<file path="src/rtl/regfile_pkg.sv">
// -----------------------------------------------------------------------------
// regfile_pkg
// Shared constants and types for the scoreboarded register file.
//   REGFILE_DATA_W   : default register data width
//   REGFILE_NUM_REGS : default register count
//   REGFILE_ADDR_W   : address width matching the default register count
//   reg_addr_t       : register address at the default configuration
//   reg_data_t       : register data word at the default configuration
// -----------------------------------------------------------------------------
package regfile_pkg;

  localparam int REGFILE_DATA_W   = 8;
  localparam int REGFILE_NUM_REGS = 8;
  localparam int REGFILE_ADDR_W   = $clog2(REGFILE_NUM_REGS);

  typedef logic [REGFILE_ADDR_W-1:0] reg_addr_t;
  typedef logic [REGFILE_DATA_W-1:0] reg_data_t;

endpackage : regfile_pkg

</file>
<file path="src/rtl/sb_tracker.sv">
// -----------------------------------------------------------------------------
// sb_tracker
// Per-register busy-bit scoreboard with a running count of busy registers.
// Ports:
//   clk        in   rising-edge clock
//   rst_n      in   asynchronous active-low reset, clears every busy bit
//   i_set_en   in   reserve request (already qualified by the parent)
//   i_set_idx  in   register to mark busy
//   i_clr_en   in   completion (write) request (already qualified)
//   i_clr_idx  in   register to mark free
//   o_busy     out  registered busy vector, one bit per register
//   o_cnt      out  registered number of set bits in o_busy
// A set and a clear to the same register in one cycle leaves the bit set:
// the new producer owns the register.
// -----------------------------------------------------------------------------
module sb_tracker #(
  parameter int NUM_REGS = 8,
  localparam int IDX_W   = $clog2(NUM_REGS)
) (
  input  logic                clk,
  input  logic                rst_n,
  input  logic                i_set_en,
  input  logic [IDX_W-1:0]    i_set_idx,
  input  logic                i_clr_en,
  input  logic [IDX_W-1:0]    i_clr_idx,
  output logic [NUM_REGS-1:0] o_busy,
  output logic [IDX_W:0]      o_cnt
);

  localparam logic [IDX_W:0] CNT_ONE = {{IDX_W{1'b0}}, 1'b1};

  logic [NUM_REGS-1:0] r_busy;
  logic [NUM_REGS-1:0] w_busy_nxt;
  logic [IDX_W:0]      r_cnt;
  logic [IDX_W:0]      w_cnt_nxt;
  logic                w_inc;
  logic                w_dec;

  // Next busy vector: set has priority over clear on the same register.
  always_comb begin
    w_busy_nxt = r_busy;
    for (int i = 0; i < NUM_REGS; i++) begin
      if (i_set_en && (i_set_idx == IDX_W'(i))) begin
        w_busy_nxt[i] = 1'b1;
      end else if (i_clr_en && (i_clr_idx == IDX_W'(i))) begin
        w_busy_nxt[i] = 1'b0;
      end else begin
        w_busy_nxt[i] = r_busy[i];
      end
    end
  end

  // Count only real transitions so a repeated reserve or a write to a free
  // register never moves the counter; this keeps it in [0, NUM_REGS].
  always_comb begin
    w_inc = i_set_en & ~r_busy[i_set_idx];
    w_dec = i_clr_en & r_busy[i_clr_idx] &
            ~(i_set_en & (i_set_idx == i_clr_idx));
    case ({w_inc, w_dec})
      2'b10:   w_cnt_nxt = r_cnt + CNT_ONE;
      2'b01:   w_cnt_nxt = r_cnt - CNT_ONE;
      default: w_cnt_nxt = r_cnt;
    endcase
  end

  // Scoreboard state registers.
  always_ff @(posedge clk or negedge rst_n) begin
    if (!rst_n) begin
      r_busy <= '0;
      r_cnt  <= '0;
    end else begin
      r_busy <= w_busy_nxt;
      r_cnt  <= w_cnt_nxt;
    end
  end

  assign o_busy = r_busy;
  assign o_cnt  = r_cnt;

endmodule : sb_tracker

</file>
<file path="src/rtl/reg_file_sb.sv">
// -----------------------------------------------------------------------------
// reg_file_sb
// Two-read / one-write register file with a busy-bit scoreboard used by the
// control unit to reserve destinations and detect read-after-write hazards.
// Ports:
//   clk        in   rising-edge clock
//   reset      in   asynchronous active-low reset (all state and outputs 0)
//   opA, opB   in   read addresses
//   write      in   write enable; wR / dataIn give address and data
//   rsv        in   reserve request for register rsvR
//   operand_a  out  read data port A (combinational, optional bypass)
//   operand_b  out  read data port B
//   busy_a     out  register opA has an outstanding reservation
//   busy_b     out  register opB has an outstanding reservation
//   busy_cnt   out  number of busy registers (registered)
//   hazard     out  busy_a | busy_b
// -----------------------------------------------------------------------------
module reg_file_sb
  import regfile_pkg::*;
#(
  parameter int  DATA_W   = REGFILE_DATA_W,
  parameter int  NUM_REGS = REGFILE_NUM_REGS,
  parameter bit  ZERO_REG = 1'b0,
  parameter bit  BYPASS   = 1'b1,
  localparam int ADDR_W   = $clog2(NUM_REGS)
) (
  input  logic              clk,
  input  logic              reset,
  input  logic [ADDR_W-1:0] opA,
  input  logic [ADDR_W-1:0] opB,
  input  logic              write,
  input  logic [ADDR_W-1:0] wR,
  input  logic [DATA_W-1:0] dataIn,
  input  logic              rsv,
  input  logic [ADDR_W-1:0] rsvR,
  output logic [DATA_W-1:0] operand_a,
  output logic [DATA_W-1:0] operand_b,
  output logic              busy_a,
  output logic              busy_b,
  output logic [ADDR_W:0]   busy_cnt,
  output logic              hazard
);

  logic [DATA_W-1:0]   r_mem [NUM_REGS];
  logic                w_wr_en;
  logic                w_rsv_en;
  logic [NUM_REGS-1:0] w_busy;
  logic [ADDR_W:0]     w_cnt;
  logic [DATA_W:0]     w_port_a;
  logic [DATA_W:0]     w_port_b;

  // Drop writes and reservations aimed at a hardwired zero register.
  always_comb begin
    if (ZERO_REG && (wR == '0)) begin
      w_wr_en = 1'b0;
    end else begin
      w_wr_en = write;
    end
    if (ZERO_REG && (rsvR == '0)) begin
      w_rsv_en = 1'b0;
    end else begin
      w_rsv_en = rsv;
    end
  end

  // Data array.
  always_ff @(posedge clk or negedge reset) begin
    if (!reset) begin
      for (int i = 0; i < NUM_REGS; i++) begin
        r_mem[i] <= '0;
      end
    end else if (w_wr_en) begin
      r_mem[wR] <= dataIn;
    end
  end

  sb_tracker #(
    .NUM_REGS (NUM_REGS)
  ) u_sb_tracker (
    .clk       (clk),
    .rst_n     (reset),
    .i_set_en  (w_rsv_en),
    .i_set_idx (rsvR),
    .i_clr_en  (w_wr_en),
    .i_clr_idx (wR),
    .o_busy    (w_busy),
    .o_cnt     (w_cnt)
  );

  // One read port: returns {busy, data}. Forwarded write data also forwards
  // the busy clear, unless the same register is re-reserved this cycle, in
  // which case the registered busy bit is shown. Reset forces zero so that a
  // write presented during reset cannot leak through the bypass.
  function automatic logic [DATA_W:0] read_port(input logic [ADDR_W-1:0] i_addr);
    logic            w_hit_wr;
    logic            w_hit_rsv;
    logic [DATA_W:0] w_res;
    w_hit_wr  = BYPASS && w_wr_en && (wR == i_addr);
    w_hit_rsv = w_rsv_en && (rsvR == i_addr);
    if (!reset) begin
      w_res = '0;
    end else if (ZERO_REG && (i_addr == '0)) begin
      w_res = '0;
    end else if (w_hit_wr) begin
      w_res = {w_hit_rsv & w_busy[i_addr], dataIn};
    end else begin
      w_res = {w_busy[i_addr], r_mem[i_addr]};
    end
    return w_res;
  endfunction

  // Read port A.
  always_comb begin
    w_port_a = read_port(opA);
  end

  // Read port B.
  always_comb begin
    w_port_b = read_port(opB);
  end

  assign operand_a = w_port_a[DATA_W-1:0];
  assign busy_a    = w_port_a[DATA_W];
  assign operand_b = w_port_b[DATA_W-1:0];
  assign busy_b    = w_port_b[DATA_W];
  assign busy_cnt  = w_cnt;
  assign hazard    = busy_a | busy_b;

endmodule : reg_file_sb

</file>
<file path="config.mk">
export PLATFORM = sky130hd
export DESIGN_NAME = reg_file_sb
export DESIGN_NICKNAME = d
export VERILOG_FILES = /design/src/rtl/regfile_pkg.sv /design/src/rtl/sb_tracker.sv /design/src/rtl/reg_file_sb.sv
export SDC_FILE = /design/constraint.sdc
export NUM_CORES = 1
export LEC_CHECK = 0
export ABC_AREA = 1
export CAP_MARGIN = 20
export CELL_PAD_IN_SITES_DETAIL_PLACEMENT = 1
export CELL_PAD_IN_SITES_GLOBAL_PLACEMENT = 1
export CORE_UTILIZATION = 41
export CTS_CLUSTER_SIZE = 30
export DETAILED_ROUTE_END_ITERATION = 10
export GPL_TIMING_DRIVEN = 0
export PLACE_DENSITY_LB_ADDON = 0.1
export SETUP_SLACK_MARGIN = 0.3
export SLEW_MARGIN = 25
export SYNTH_ARGS = -nofsm -noshare
export SYNTH_HDL_FRONTEND = slang
export SYNTH_HIERARCHICAL = 1
export SYNTH_SLANG_ARGS = --single-unit
</file>
<file path="constraint.sdc">
create_clock -name clk -period 2.2 [get_ports clk]
set_input_delay 0.22 -clock clk [delete_from_list [all_inputs] [get_ports clk]]
set_output_delay 0.22 -clock clk [all_outputs]
set_load 0.02 [all_outputs]
</file>
### Word level (Yosys, flattened, before mapping)

Index checks and enable logic that the tools add are counted.

* output and inout bits: 23
* word-level logic and storage cells: 130
* register bits: 76

* order comparisons: 8
* equal/unequal tests: 21
* add/subtract/negate cells: 2
* muxes and demuxes: 38
* bitwise operators: 12
* reduce and logical (&&, ||, !) cells: 32

Operators by type and width (count)
* 64-bit bitwise mux: 1
* 8-bit binary-select mux with 3-bit select: 2
* 8-bit two-way mux: 5
* 9-bit two-way mux: 4
* 8-bit demux with 3-bit select: 1
* 3-bit == test, second input constant: 8
* 1-bit logical AND: 21
* 1-bit two-way mux: 20
* 2-bit nonzero test: 9
* 3-bit by 4-bit < comparator with 1-bit output, second input constant: 4
* 3-bit == test: 5
* 1-bit binary-select mux with 3-bit select: 4
* 3-bit by 2-bit == test with 1-bit output, second input constant: 4
* 4-bit greater-or-equal comparator, second input constant: 3
* 3-bit inverter with 4-bit output: 3
* 4-bit one-hot mux with 2 select lines: 1
* 1-bit bitwise AND: 6
* 3-bit by 1-bit == test with 1-bit output, second input constant: 2
* 3-bit zero test: 2
* 4-bit by 1-bit adder with 4-bit output, second input constant: 1
* 4-bit by 1-bit < comparator with 1-bit output, second input constant: 1
* 4-bit by 1-bit subtractor with 4-bit output, second input constant: 1
* 2-bit by 1-bit == test with 1-bit output, second input constant: 1
* 2-bit == test, second input constant: 1
* 2 further kinds: 3

### Logic depth before layout (Yosys ltp)

* depth in word-level cells: 7
* gate-level depth with buffers: 17
* mapped depth without buffers: 16

### Hierarchy

Netlist, hierarchy kept.

By module, submodules not included
* reg_file_sb: cells each 648, sequential area each 1601.5 µm², instances 1, area an instance 4106.4 µm²
* sb_tracker: cells each 127, sequential area each 300.3 µm², instances 1, area an instance 849.6 µm²

### Least setup slack after synthesis

OpenSTA, ideal clock, no wires.

* path kind: reg2reg
* from: reg u_sb_tracker.r_busy[6] (netlist: u_sb_tracker/o_busy[6])
* to: reg u_sb_tracker.r_cnt[3] (netlist: u_sb_tracker/o_cnt[3])
* slack: 405 ps
* required time: 2084 ps
* stages on the path, launching flop included: 12
* arrival time: 1679 ps
* path through: dfrtp_1 nand2_1 nand2_1 nor3_1 nor2_1 ha_1 ha_1 or2_1 nand3_1 nand2_1 nand2_1 nand2_1

* word-level cells in the longest chain between the ends: 6

RTL lines
* start: declaration: line sb_tracker.sv:32 `logic [NUM_REGS-1:0] r_busy;`
* start signal: assignment: line sb_tracker.sv:72 `r_busy <= w_busy_nxt;`
* 1-bit binary-select mux with 3-bit select (on tied branches): line sb_tracker.sv:57, sb_tracker.sv:56
* 1-bit two-way mux (on tied branches): line sb_tracker.sv:57, sb_tracker.sv:56
* 1-bit bitwise AND or 1-bit inverter (tied branches): line sb_tracker.sv:57, sb_tracker.sv:56
* 1-bit bitwise AND (on tied branches): line sb_tracker.sv:57, sb_tracker.sv:56
* 2-bit by 1-bit == test with 1-bit output or 2-bit == test (tied branches): line sb_tracker.sv:59 `case ({w_inc, w_dec})`
* 4-bit one-hot mux with 2 select lines or 2-bit nonzero test (tied branches)
* end signal: assignment: line sb_tracker.sv:73 `r_cnt <= w_cnt_nxt;`
* end: declaration: line sb_tracker.sv:34 `logic [IDX_W:0] r_cnt;`

Parallel ways exist; a longest one is shown, timed or not. The select of a mux whose other input is x is not followed.
A chain may end at the register's enable or synchronous reset.

### Final worst setup path

* from: reg u_sb_tracker.r_busy[0] (netlist: u_sb_tracker/o_busy[0])
* to: reg u_sb_tracker.r_cnt[3] (netlist: u_sb_tracker/o_cnt[3])

The elaborated chain is that of the path after synthesis.

==> run metrics <==
row count 39; first-pass GRT wire length 33500 microns; Die Wd 112 microns; fmax 0.521 GHz; # diodes 0; Syn. warnings 6; number of global-route vias before repair 6147; TritonRoute pass-1 iters 8; switching pwr 1.91 mW; synth top area cells dfrtp_1, nand2_1, o21ai_0; clock share of power 0.293; DRT Wirelength 21300 microns; clk_lat worst skew 0.35 ns; HPWL after DPL 14500 microns; Synth top area share 0.384; Total GRT Usage 0.354; maximum number of pins on one net before global-route repair 44; final worst slack 0.280 ns; clock tree buffer depth 2; CTS clock-pin slew for the worst setup and hold paths 0.06 ns; r2r worst-path depth 13; die height 112 microns; clk_skew 0.00159 ns; # DRC 7; CTS tree built; boundary pin count 47; CP Launch Type flip-flop; most common cell after layout, fill and taps aside nand2_1; Critical Path Fanout Max 4; final hold vios 0; fraction of registers with async set/reset 1.00; CTS root buffer clkbuf_16; Worst slew margin 0.622; Post-Synthesis Cells 775; crit path from u_sb_tracker/o_busy[0]; global route total overflow 0; Gate power share 0.318; Reg2Reg Launch Point u_sb_tracker/o_busy[0]; sequential element share of the synthesized area 0.384; final setup fails 0; internal power 3.14 mW; most frequent cells in the layout nand2_1, o21ai_0, nand3_1, dfrtp_1, nor2_1; most used flip-flop cell after synthesis dfrtp_1; Crit Reg-Reg Endpoint u_sb_tracker/o_cnt[3]; post-synth cell types 28; CP endpoint kind flip-flop; CP endpoint u_sb_tracker/o_cnt[3]; H-tree lvl count 3; Syn Nets 803; Synth area leader dfrtp_1; pre-CTS WS -0.686 ns; Lkg Pwr 3.09 nW; final core utilization 0.528; WL/cell 21.5 microns; Post-DRT Antenna Nets 0; Hold WC Path Type in -> async; Iter 0 DRT Violations 465; Power Density 824 nW/um^2; Final Net Count 873; crit path kind reg -> reg; antenna violations before repair 0; Max-cap violations 0; GP Congestion 0.897; vias per cell 5.86; syn avg cell area 6.39 sq um; highest ir drop seen on vdd 0.496 mV; initial core utilization 0.427; status finished, violations left; Slew Viols, Final 0; Reg power frac 0.389; failing checks DRC; Synth Register Bits 76; die footprint 12500 sq um; r2r setup slk 0.28 ns; CP arrival 2.17 ns; final worst path period share 0.873; area delta synth->final 23.7%; RSZ-0062 raised after global routing yes; switching share of power 0.378; Core ar. 11600 sq um; CTS sink cnt 76; Worst-Margin Slew 0.567 ns; layout cells sized above 1 0.151; port buffer count 45; final worst path period need 1.92 ns; Syn Std Cell Area 4960 sq um; Post-synth EDFFs 0; required time worst endpoint 2.45 ns; total CTS buffers 9; vias 5821
[cells by family after synthesis]
family | Yosys count | share of synthesized area
AO/OA/AOI/OAI | 130 | 0.135
XOR/XNOR | 3 | 0.00530
adder cells (fa/ha/maj) | 4 | 0.0116
buffers and inverters | 94 | 0.0828
flip-flops | 76 | 0.384
AND/OR/NAND/NOR | 468 | 0.382
[Yosys cell counts (4+ instances only)]
library cell / instances
a21oi_1: 25
buf_2: 16
buf_4: 4
clkbuf_1: 12
dfrtp_1: 76
inv_1: 46
inv_2: 10
nand2_1: 300
nand3_1: 80
nor2_1: 77
nor2_2: 5
o21ai_0: 100
[metrics by stage]
stage / power, mW / instances / setup TNS (ns) / cell area [sq um] / hold WS [ns]
after global routing: 5.29 / 993 / 0 / 6130 / 0.0526
final: 5.05 / 993 / 0 / 6130 / 0.0350
after CTS: 5.00 / 991 / 0 / 6100 / 0.0365
after global placement: 3.31 / 963 / -218.94 / 5590 / 0.471
after floorplan: 2.81 / 775 / 0 / 4960 / -0.0756
after detailed placement: 3.42 / 964 / -15.13 / 5610 / 0.146
[power by group through the flow]
stage	Sequential (mW)	Clock [mW]	Combinational [mW]
CTS	1.95	1.48	1.56
global placement	1.94	0	1.37
floorplan	1.93	0	0.877
global route	2.00	1.53	1.76
detailed placement	1.97	0	1.45
finish	1.96	1.48	1.61
[metal layers]
layer	wire length, microns	GRT usage	share of wire
met4	864	0.212	0.041
met3	1180	0.0528	0.055
met1	8950	0.430	0.42
met5	0	0	0
met2	10300	0.594	0.48
[how the worst min path moves through the flow]
stage	to	slack [ns]	depth (start not counted)
floorplan	r_mem[0]	-0.08	0
CTS	u_sb_tracker/o_busy[0]	0.04	3
finish	u_sb_tracker/o_busy[0]	0.04	3
global placement	r_mem[44]	0.47	2
detailed placement	u_sb_tracker/o_cnt[1]	0.15	1
global route	u_sb_tracker/o_busy[0]	0.05	3
[registers in the layout, summed over array words and instances (netlist names)]
name	flops
u_sb_tracker/o_busy	8
r_mem	64
u_sb_tracker/o_cnt	4
[repair_timing]
action | in CTS | in global routing
setup buffers | 7 | 2
hold buffers | 4 | 0
gates resized for setup | 159 | 29
setup endpoints to repair | 31 | 22
hold endpoints to repair | 33 | 0
pin swaps | 11 | 7
[critical path: stages, from the launching register on]
cell and delay, ns:
dfrtp_1 0.44, nand2_1 0.10, o211ai_1 0.09, nor2_1 0.18, nor2_4 0.07, ha_4 0.19, ha_1 0.27, nand2_1 0.07
nand2_2 0.09, nand2_1 0.07, nand2b_1 0.07, nand2_1 0.05, nand2_1 0.06, nand2_1 0.05
[cell type report]
cell class	count	area, sq um
Sequential cell	76	1900
Tap cell	143	179
Clock inverter	4	32.5
Inverter	56	215
Clock buffer	12	256
Multi-Input combinational cell	605	2730
Buffer	38	293
Timing Repair Buffer	59	517
Fill cell	1569	5480
No activity file was read; power rests on OpenSTA's default activity.
